File: config.mk
export PLATFORM = sky130hd
export DESIGN_NAME = button_conditioner
export DESIGN_NICKNAME = d
export VERILOG_FILES = /design/src/rtl/button_conditioner.sv
export SDC_FILE = /design/constraint.sdc
export NUM_CORES = 1
export LEC_CHECK = 0
export BUFFER_PORTS_ARGS = -buffer_cell sky130_fd_sc_hd__buf_2
export CAP_MARGIN = 5
export CORE_MARGIN = 1.5
export CORE_UTILIZATION = 57
export DETAILED_ROUTE_END_ITERATION = 10
export GPL_TIMING_DRIVEN = 0
export HOLD_SLACK_MARGIN = 0.15
export PLACE_DENSITY = 0.76
export SYNTH_ARGS = -nofsm -noshare
export SYNTH_HDL_FRONTEND = slang
export SYNTH_SLANG_ARGS = --single-unit
File: constraint.sdc
create_clock -name clk125 -period 2.5 [get_ports clk125]
set_input_delay 0.25 -clock clk125 [delete_from_list [all_inputs] [get_ports clk125]]
set_output_delay 0.25 -clock clk125 [all_outputs]
set_load 0.01 [all_outputs]
File: src/rtl/button_conditioner.sv
// Conditions raw right/left/fire buttons: 2-flop synchronizer, per-channel debounce,
// last-pressed-wins direction FSM with periodic move ticks, and a rate-limited fire pulse.
module button_conditioner #(
    parameter int DEBOUNCE_CYCLES = 1250000,
    parameter int MOVE_PERIOD     = 1041667,
    parameter int COOLDOWN_CYCLES = 31250000
) (
    input  logic       clk125,
    input  logic       rst,
    input  logic       right,
    input  logic       left,
    input  logic       fire,
    output logic       move_right,
    output logic       move_left,
    output logic       move_tick,
    output logic       fire_pulse,
    output logic [2:0] btn_stable
);

    localparam int DBW = $clog2(DEBOUNCE_CYCLES + 1);
    localparam int TKW = $clog2(MOVE_PERIOD + 1);
    localparam int CDW = $clog2(COOLDOWN_CYCLES + 1);
    localparam logic [DBW-1:0] DB_LAST = DBW'(DEBOUNCE_CYCLES - 1);
    localparam logic [TKW-1:0] TK_LAST = TKW'(MOVE_PERIOD - 1);
    localparam logic [CDW-1:0] CD_LOAD = CDW'(COOLDOWN_CYCLES - 1);

    typedef enum logic [1:0] {
        ST_IDLE  = 2'd0,
        ST_RIGHT = 2'd1,
        ST_LEFT  = 2'd2
    } dir_state_t;

    // Channel order everywhere: bit 0 = right, bit 1 = left, bit 2 = fire.
    logic [2:0]     w_raw;
    logic [2:0]     r_sync1;
    logic [2:0]     r_sync2;
    logic [2:0]     r_stable;
    logic [2:0]     r_stable_d1;
    logic [DBW-1:0] r_db_cnt [3];
    logic [2:0]     w_rise;

    dir_state_t     r_state;
    dir_state_t     w_next;
    logic [TKW-1:0] r_tick_cnt;
    logic [CDW-1:0] r_cooldown;

    assign w_raw      = {fire, left, right};
    assign w_rise     = r_stable & ~r_stable_d1;
    assign btn_stable = r_stable;

    always_ff @(posedge clk125) begin
        if (rst) begin
            r_sync1     <= '0;
            r_sync2     <= '0;
            r_stable    <= '0;
            r_stable_d1 <= '0;
            for (int i = 0; i < 3; i++) begin
                r_db_cnt[i] <= '0;
            end
        end else begin
            r_sync1     <= w_raw;
            r_sync2     <= r_sync1;
            r_stable_d1 <= r_stable;
            for (int i = 0; i < 3; i++) begin
                if (r_sync2[i] == r_stable[i]) begin
                    r_db_cnt[i] <= '0;
                end else if (r_db_cnt[i] == DB_LAST) begin
                    r_stable[i] <= r_sync2[i];
                    r_db_cnt[i] <= '0;
                end else begin
                    r_db_cnt[i] <= r_db_cnt[i] + DBW'(1);
                end
            end
        end
    end

    // A fresh press always takes over; a release falls back to whatever is still held.
    always_comb begin
        w_next = r_state;
        case (r_state)
            ST_IDLE: begin
                if (w_rise[0] && !w_rise[1]) begin
                    w_next = ST_RIGHT;
                end else if (w_rise[1] && !w_rise[0]) begin
                    w_next = ST_LEFT;
                end
            end
            ST_RIGHT: begin
                if (w_rise[1]) begin
                    w_next = ST_LEFT;
                end else if (!r_stable[0]) begin
                    w_next = r_stable[1] ? ST_LEFT : ST_IDLE;
                end
            end
            ST_LEFT: begin
                if (w_rise[0]) begin
                    w_next = ST_RIGHT;
                end else if (!r_stable[1]) begin
                    w_next = r_stable[0] ? ST_RIGHT : ST_IDLE;
                end
            end
            default: w_next = ST_IDLE;
        endcase
    end

    // Outputs decode the next state so they change on the same edge as the state register.
    always_ff @(posedge clk125) begin
        if (rst) begin
            r_state    <= ST_IDLE;
            move_right <= 1'b0;
            move_left  <= 1'b0;
            move_tick  <= 1'b0;
            r_tick_cnt <= '0;
        end else begin
            r_state    <= w_next;
            move_right <= (w_next == ST_RIGHT);
            move_left  <= (w_next == ST_LEFT);
            if (w_next != r_state) begin
                r_tick_cnt <= '0;
                move_tick  <= (w_next != ST_IDLE);
            end else if (r_state == ST_IDLE) begin
                r_tick_cnt <= '0;
                move_tick  <= 1'b0;
            end else if (r_tick_cnt == TK_LAST) begin
                r_tick_cnt <= '0;
                move_tick  <= 1'b1;
            end else begin
                r_tick_cnt <= r_tick_cnt + TKW'(1);
                move_tick  <= 1'b0;
            end
        end
    end

    // Rises arriving while the cooldown is running are discarded, never queued.
    always_ff @(posedge clk125) begin
        if (rst) begin
            fire_pulse <= 1'b0;
            r_cooldown <= '0;
        end else if (w_rise[2] && (r_cooldown == '0)) begin
            fire_pulse <= 1'b1;
            r_cooldown <= CD_LOAD;
        end else begin
            fire_pulse <= 1'b0;
            if (r_cooldown != '0) begin
                r_cooldown <= r_cooldown - CDW'(1);
            end
        end
    end

endmodule

==> results of run 1 <==
-- per-stage QoR --
stage / TNS, ns / area (sq um) / setup slack (ns)
2_1_floorplan: 0 / 6339 / 0.1777
3_3_place_gp: -1.797 / 6564 / -0.2552
3_5_place_dp: -5.100 / 6564 / -0.4070
4_1_cts: 0 / 7152 / 0.03530
5_1_grt: 0 / 7234 / 0.01097
6_report: 0 / 7234 / 0.1174
-- worst min-delay path, stage by stage --
cell,delay [ns]
buf_2,0.14
or3_1,0.16
nor2_1,0.05
-- cells in the final DEF, fill, tap and decap left out, drive strengths merged, types with 3 or more instances in the layout --
cell and n:
edfxtp 63, nor4b 6, a211oi 8, dfxtp 63, nand3 45, clkbuf 44
xor2 49, nor2b 17, xnor2 35, or3 12, nor4 22, a311oi 7
inv 15, o21ai 8, a21oi 9, ha 6, nand2 28, dlygate4sd3 3
nor2 116, nand2b 7, nand4 22, and4 5, buf 16, nand3b 4
nor3 21, clkinv 5, and3 6, conb 63, mux2i 3, or4 4
-- logic make-up after synthesis --
group / synth area share
and+or+nand+nor: 0.2678
DFF: 0.5164
xor gates and xnor gates: 0.1205
AOI/OAI and AO/OA: 0.05082
buffers and inverters: 0.02295
adders and majority gates: 0.01229
muxes: 0.008606
other: 0.0006142
-- per-layer routing --
metal | share of wire | vias up | wire, um
met5 | 0 | - | 0
met4 | 0.022 | 0 | 260
met3 | 0.031 | 26 | 368
met2 | 0.50 | 89 | 5877
met1 | 0.45 | 2247 | 5343
li1 | - | 2373 | -
-- path summary, 6_finish.rpt --
check | startpoint | to | slack (ns) | depth (start not counted)
max reg2reg | r_cooldown[5] | r_cooldown[13] | 0.12 | 6
min reg2reg | r_sync1[0] | r_sync2[0] | 0.44 | 1
max | r_cooldown[5] | r_cooldown[13] | 0.12 | 6
min | rst | r_db_cnt[2][20] | 0.26 | 3
-- report_power, final --
group / switching [mW] / internal [mW] / leakage, nW
registers: 0.245 / 2.39 / 1.16
clock network: 0.839 / 1.35 / 0.264
logic: 1.12 / 0.799 / 1.08
-- cell type report --
class                      count  area (sq um)
clock inverter                 6         32.53
multi-input combinational    524          3128
inverter                      15         56.30
fill                         796          3136
timing repair buffer          17         107.6
sequential                   126          3153
clock buffer                  26         499.2
buffer                        20         87.58
tap                          136         170.2
-- flip-flops by register name, indices dropped and copies added, names as in the netlist --
register and count:
r_tick_cnt 20, r_sync1 3, fire_pulse 1, r_state 2, move_tick 1, r_stable_d1 3, r_cooldown 25, btn_stable 3
r_db_cnt 63, r_sync2 3, move_right 1, move_left 1
-- timing repair --
| action | in CTS | in global routing |
|---|---|---|
| hold buffers | 3 | 0 |
| gates resized for setup | 5 | 13 |
| hold endpoints to repair | 3 | 0 |
| pin swaps | 0 | 4 |
| endpoints found under the setup margin | 21 | 16 |
| buffers inserted | 0 | 3 |
==> summary.txt, run 1 <==
Status
  – Status: complete, no violations

Placement
  – Buffers on Ports: 11
  – Placer Congestion: slightly above 0.8
  – Hpwl dp: 8109 um
  – Inst Count DP: around 830

Routing
  – Final wirelength: 11850 um
  – Drt pass-1 iters: 4
  – Wirelength per Cell: between 10 and 15 um
  – DRC viols: 0
  – Drt via density: approximately 5.4
  – Detail Route Antenna Nets: 0
  – Via Count: 4735
  – DRT iter0 DRCs: approximately 220

STA
  – Final-report setup violation count: 0
  – Final Cycle Share: 0.9531
  – Min Tclk post-route: around 2.4 ns
  – Final Max Tran Viols: 0
  – Fin Clk Skew: roughly 0.010 ns
  – Final hold viol count: 0
  – Hold Slack: approximately 0.26 ns
  – RSZ-0062 raised after global routing: false
  – Measured slew at the worst slew-check pin: 0.8302 ns
  – Peak Freq: 0.4197 GHz
  – Max_slew headroom: 0.4414

Die
  – Die W: around 110 um
  – Die Ht: between 100 and 150 um
  – Row count: 37
  – Total die area: roughly 11000 sq um
  – Core footprint: between 10000 and 15000 sq um
  – Initial Util: 0.5888
  – # IOs: 12

Synth
  – Synthesized area: 6106 sq um
  – Synth Warn #: 0
  – Synth Register Bits: 126
  – Avg Inst Size Synth: approximately 9.8 sq um
  – Largest cells by area after synthesis: edfxtp_1 (31%), dfxtp_1 (21%), nor2_1 (7.1%)
  – EDFF count, synth: between 60 and 70
  – Commonest cells in the netlist: nor2_1 (116), dfxtp_1 (63), edfxtp_1 (63), xor2_1 (49), nand3_1 (45)
  – Sequential-to-total area share from yosys stat: 0.5164
  – Yosys top cell area share: 0.3098
  – Cell taking the most area after synthesis: edfxtp_1
  – Unique masters post-synth: 46
  – Synthesized instance count: 623
  – Top-count cell post-synth: nor2_1
  – Synth Flop Type: edfxtp_1
  – Ys async rst share: 0

CTS
  – CTS clk-pin slew, worst paths: 0.06 ns
  – H-tree depth: 4
  – CTS tree: built
  – Clock root buffer: clkbuf_8
  – Clk buf depth: 2
  – Clock sink count: 126
  – Num CTS Buffers: 17
  – Clock Latency Late Sink: roughly 0.52 ns

Finish
  – ANT cells: 0
  – Nets: between 700 and 800
  – Fin cells: 870
  – Final core utilization: 0.6976
  – Layout area overhead: 18.48%
  – Layout cell share with drive strength beyond 1: 0.08447

Global routing
  – GR Util met2: 0.3636
  – Tot GR Track Use: 0.2185
  – Vias in the first global route: approximately 4400
  – First-pass GRT wire length: just under 20000 um
  – Antenna violations before repair: 0
  – Pin count of the biggest net entering global routing: 17
  – Most used routing layer: met2
  – Met3 Track Usage GR: 0.04721
  – Grt total ovfl: 0
  – M1 GR Usage: 0.2729

Setup path
  – Crit path cell chain: or4_4, or4_4, buf_6, o21ai_1, nor4_1, mux2_2
  – Critical path's slowest cell: or4_4
  – Crit Path Class: reg -> reg
  – Worst Path Buf+Inv: 1
  – CP startpoint kind: flop
  – CP Capture Type: flop
  – Arrival @ worst endpoint: about 2.8 ns
  – CP peak stage delay: between 0.5 and 0.6 ns
  – Crit path max fanout: 10
  – Delay-heaviest family, CP: simple AND/OR/NAND/NOR gates
  – Most frequent cell on the critical path: or4_4
  – Worst Path Required: around 2.9 ns

Power
  – VDD IR max: ~710 uV
  – Total power draw: 6.740 mW
  – Pleak: 2.509 nW
  – Pwr per Cell Area: 931.6 nW/um^2

Flow run
  – Total of max-cap violations: 0

Hold path
  – Hold Path Class: in -> reg
(Power assumes the default switching activity.)
==> inputs of run 2 (changes only) <==
REMOVE_ABC_BUFFERS = 1   (was not set)
==> run 2 against run 1 <==
- clock-buffer cell count down 5
- final cell count down 2.0%
- sequential share of layout area up 0.22 points
- wire length down 4.5%
- non-clock buffer count down 17
- die area unchanged
- total power up 1.1%
- largest cell class unchanged
- highest routed layer unchanged
==> summary.txt, run 2 (same netlist as run 1, synthesis figures left out) <==
CTS
  – Clock root buffer: clkbuf_8
  – H-tree depth: 4
  – Clock Latency Late Sink: 0.52 ns
  – Clk buf depth: 2
  – CTS tree: built
  – Num CTS Buffers: 17
  – Clock sink count: between 100 and 150
  – CTS clk-pin slew, worst paths: 0.06 ns

Power
  – Sw Pwr: between 2 and 2.5 mW
  – Reg power frac: 0.384
  – Internal power: 4.685 mW
  – Pleak: between 2 and 3 nW
  – VDD IR max: 885.9 uV
  – Pwr per Cell Area: roughly 950 nW/um^2
  – Sw frac: 0.3127
  – Total power draw: 6.816 mW
  – Clock Power Share: 0.359
  – Combinational Power Share: 0.257

Placement
  – Post-DP Area: 6513 sq um
  – Hpwl dp: 7523 um
  – Placer Congestion: roughly 0.78
  – Buffers on Ports: 11

Setup path
  – Reg2reg path depth: 5
  – Critical path's slowest cell: or4_4
  – CP Capture Type: flop
  – Reg-to-reg startpoint: r_cooldown[8]
  – Crit path cell chain: or4_4, or4_4, o21ai_0, nor4_1, mux2_2
  – Arrival @ worst endpoint: 2.83 ns
  – Crit path max fanout: 7
  – Setup slack, reg-to-reg: 0.08 ns
  – CP startpoint kind: flop
  – Reg2reg end: r_cooldown[13]
  – CP peak stage delay: 0.60 ns
  – Crit Path Class: reg -> reg
  – Crit path from: r_cooldown[8]
  – Worst Path Required: 2.91 ns
  – Most frequent cell on the critical path: or4_4

Routing
  – Wirelength per Cell: ~13 um
  – Via Count: roughly 4600
  – Final wirelength: ~11000 um
  – DRT iter0 DRCs: around 250
  – Drt via density: roughly 5.4
  – Detail Route Antenna Nets: 0
  – Drt pass-1 iters: 5
  – DRC viols: 0

Finish
  – Storage cell area: 3153 sq um
  – Multi-input logic area: roughly 3100 sq um
  – Biggest register: r_db_cnt
  – Layout area overhead: 17.89%
  – Fill count: 819
  – Most frequent cells in the layout: nor2_1 (116), dfxtp_1 (63), edfxtp_1 (63), conb_1 (63), xor2_1 (49)
  – Biggest registers after layout: r_db_cnt: 63 flops, r_cooldown: 25 flops, r_tick_cnt: 20 flops
  – Final core utilization: 0.6941
  – Commonest non-fill, non-tap cell in the layout: nor2_1
  – ANT cells: 0
  – Max reg flops: 63
  – Nets: roughly 720
  – Layout cell share with drive strength beyond 1: 0.09205
  – Final instance area: about 7000 sq um

STA
  – RSZ-0062 raised after global routing: true
  – Measured slew at the worst slew-check pin: 0.7982 ns
  – Final Max Tran Viols: 0
  – Max_slew headroom: 0.4630
  – Final hold viol count: 0
  – Min Tclk post-route: roughly 2.4 ns
  – Final-report setup violation count: 0
  – Setup TNS: 0 ns
  – Peak Freq: around 0.41 GHz
  – Fin Clk Skew: slightly below 0.01 ns
  – Final Cycle Share: 0.9676

Global routing
  – Vias in the first global route: between 4000 and 5000
  – Pin count of the biggest net entering global routing: between 40 and 50
  – First-pass GRT wire length: slightly above 20000 um
  – Antenna violations before repair: 0
  – Tot GR Track Use: 0.2209
  – Grt total ovfl: 0

Die
  – Total die area: ~11000 sq um
  – Row count: 37
  – Initial Util: 0.5888
  – # IOs: 12
  – Die W: approximately 110 um
  – Core footprint: between 10000 and 15000 sq um
  – Die Ht: around 110 um

Flow run
  – Total of max-cap violations: 0

Hold path
  – Hold EP: r_cooldown[14]
  – Hold Startpoint: rst
  – Hold Path Depth: 2
  – Hold Path Class: in -> reg

Status
  – Status: complete, no violations
[run 2: cell count changes in the layout (fill, tap and decap cells not counted), moves of 2 or more]
cell / previous run / this run
bufinv_16: 0 / 3
clkbuf_1: 22 / 2
or3_1: 12 / 10
nor4_4: 3 / 1
or3_2: 0 / 2
[run 2: metrics by stage]
step                hold slack (ns)  setup WS [ns]  instances
CTS                          0.2697        0.05779        849
finish                       0.2846        0.08112        853
floorplan                    0.3191        -0.3714        665
global placement             0.4210         -1.181        812
detailed placement           0.4262        -0.2936        814
global route                 0.3130       -0.02341        853
[run 2: how the worst max path moves through the flow]
| stage | to | slack [ns] |
|---|---|---|
| 2_1_floorplan | r_tick_cnt[10] | -0.37 |
| 3_3_place_gp | r_tick_cnt[2] | -1.18 |
| 3_5_place_dp | r_cooldown[10] | -0.29 |
| 4_1_cts | r_db_cnt[1][14] | 0.06 |
| 5_1_grt | r_cooldown[20] | -0.02 |
| 6_report | r_cooldown[13] | 0.08 |
[run 2: cell type report]
cell class,instances,share of cell area
clock inverters,11,0.01929
multi-input cells,524,0.4302
inverters,15,0.007822
well taps,136,0.02364
repair buffers,20,0.01860
clock buffers,21,0.06240
flip-flops and latches,126,0.4380
[run 2: power groups by stage]
| stage | Combinational (mW) | Sequential [mW] | Clock, mW |
|---|---|---|---|
| after floorplan | 1.15 | 2.59 | 0 |
| final | 1.75 | 2.62 | 2.45 |
| after global routing | 1.96 | 2.64 | 2.57 |
| after global placement | 1.40 | 2.62 | 0 |
| after detailed placement | 1.47 | 2.64 | 0 |
| after CTS | 1.52 | 2.61 | 2.48 |
[run 2: repair_timing]
action,in CTS,in global routing
setup buffers,0,4
endpoints found under the setup margin,20,48
hold buffers,3,0
pin swaps,0,2
endpoints found under the hold margin,3,0
gates resized for setup,3,5
[run 2: critical path: cells and delay by family (launching register included)]
| kind | cells | cell delay, ns |
|---|---|---|
| compound gates | 1 | 0.38 |
| simple gates | 3 | 1.28 |
| flops | 1 | 0.36 |
| mux | 1 | 0.28 |
[run 2: layer usage]
metal | routed length, um | global-route usage
met2 | 5482 | 0.3530
met1 | 5381 | 0.2872
met5 | 0 | 0
met4 | 170 | 0.08095
met3 | 279 | 0.06193
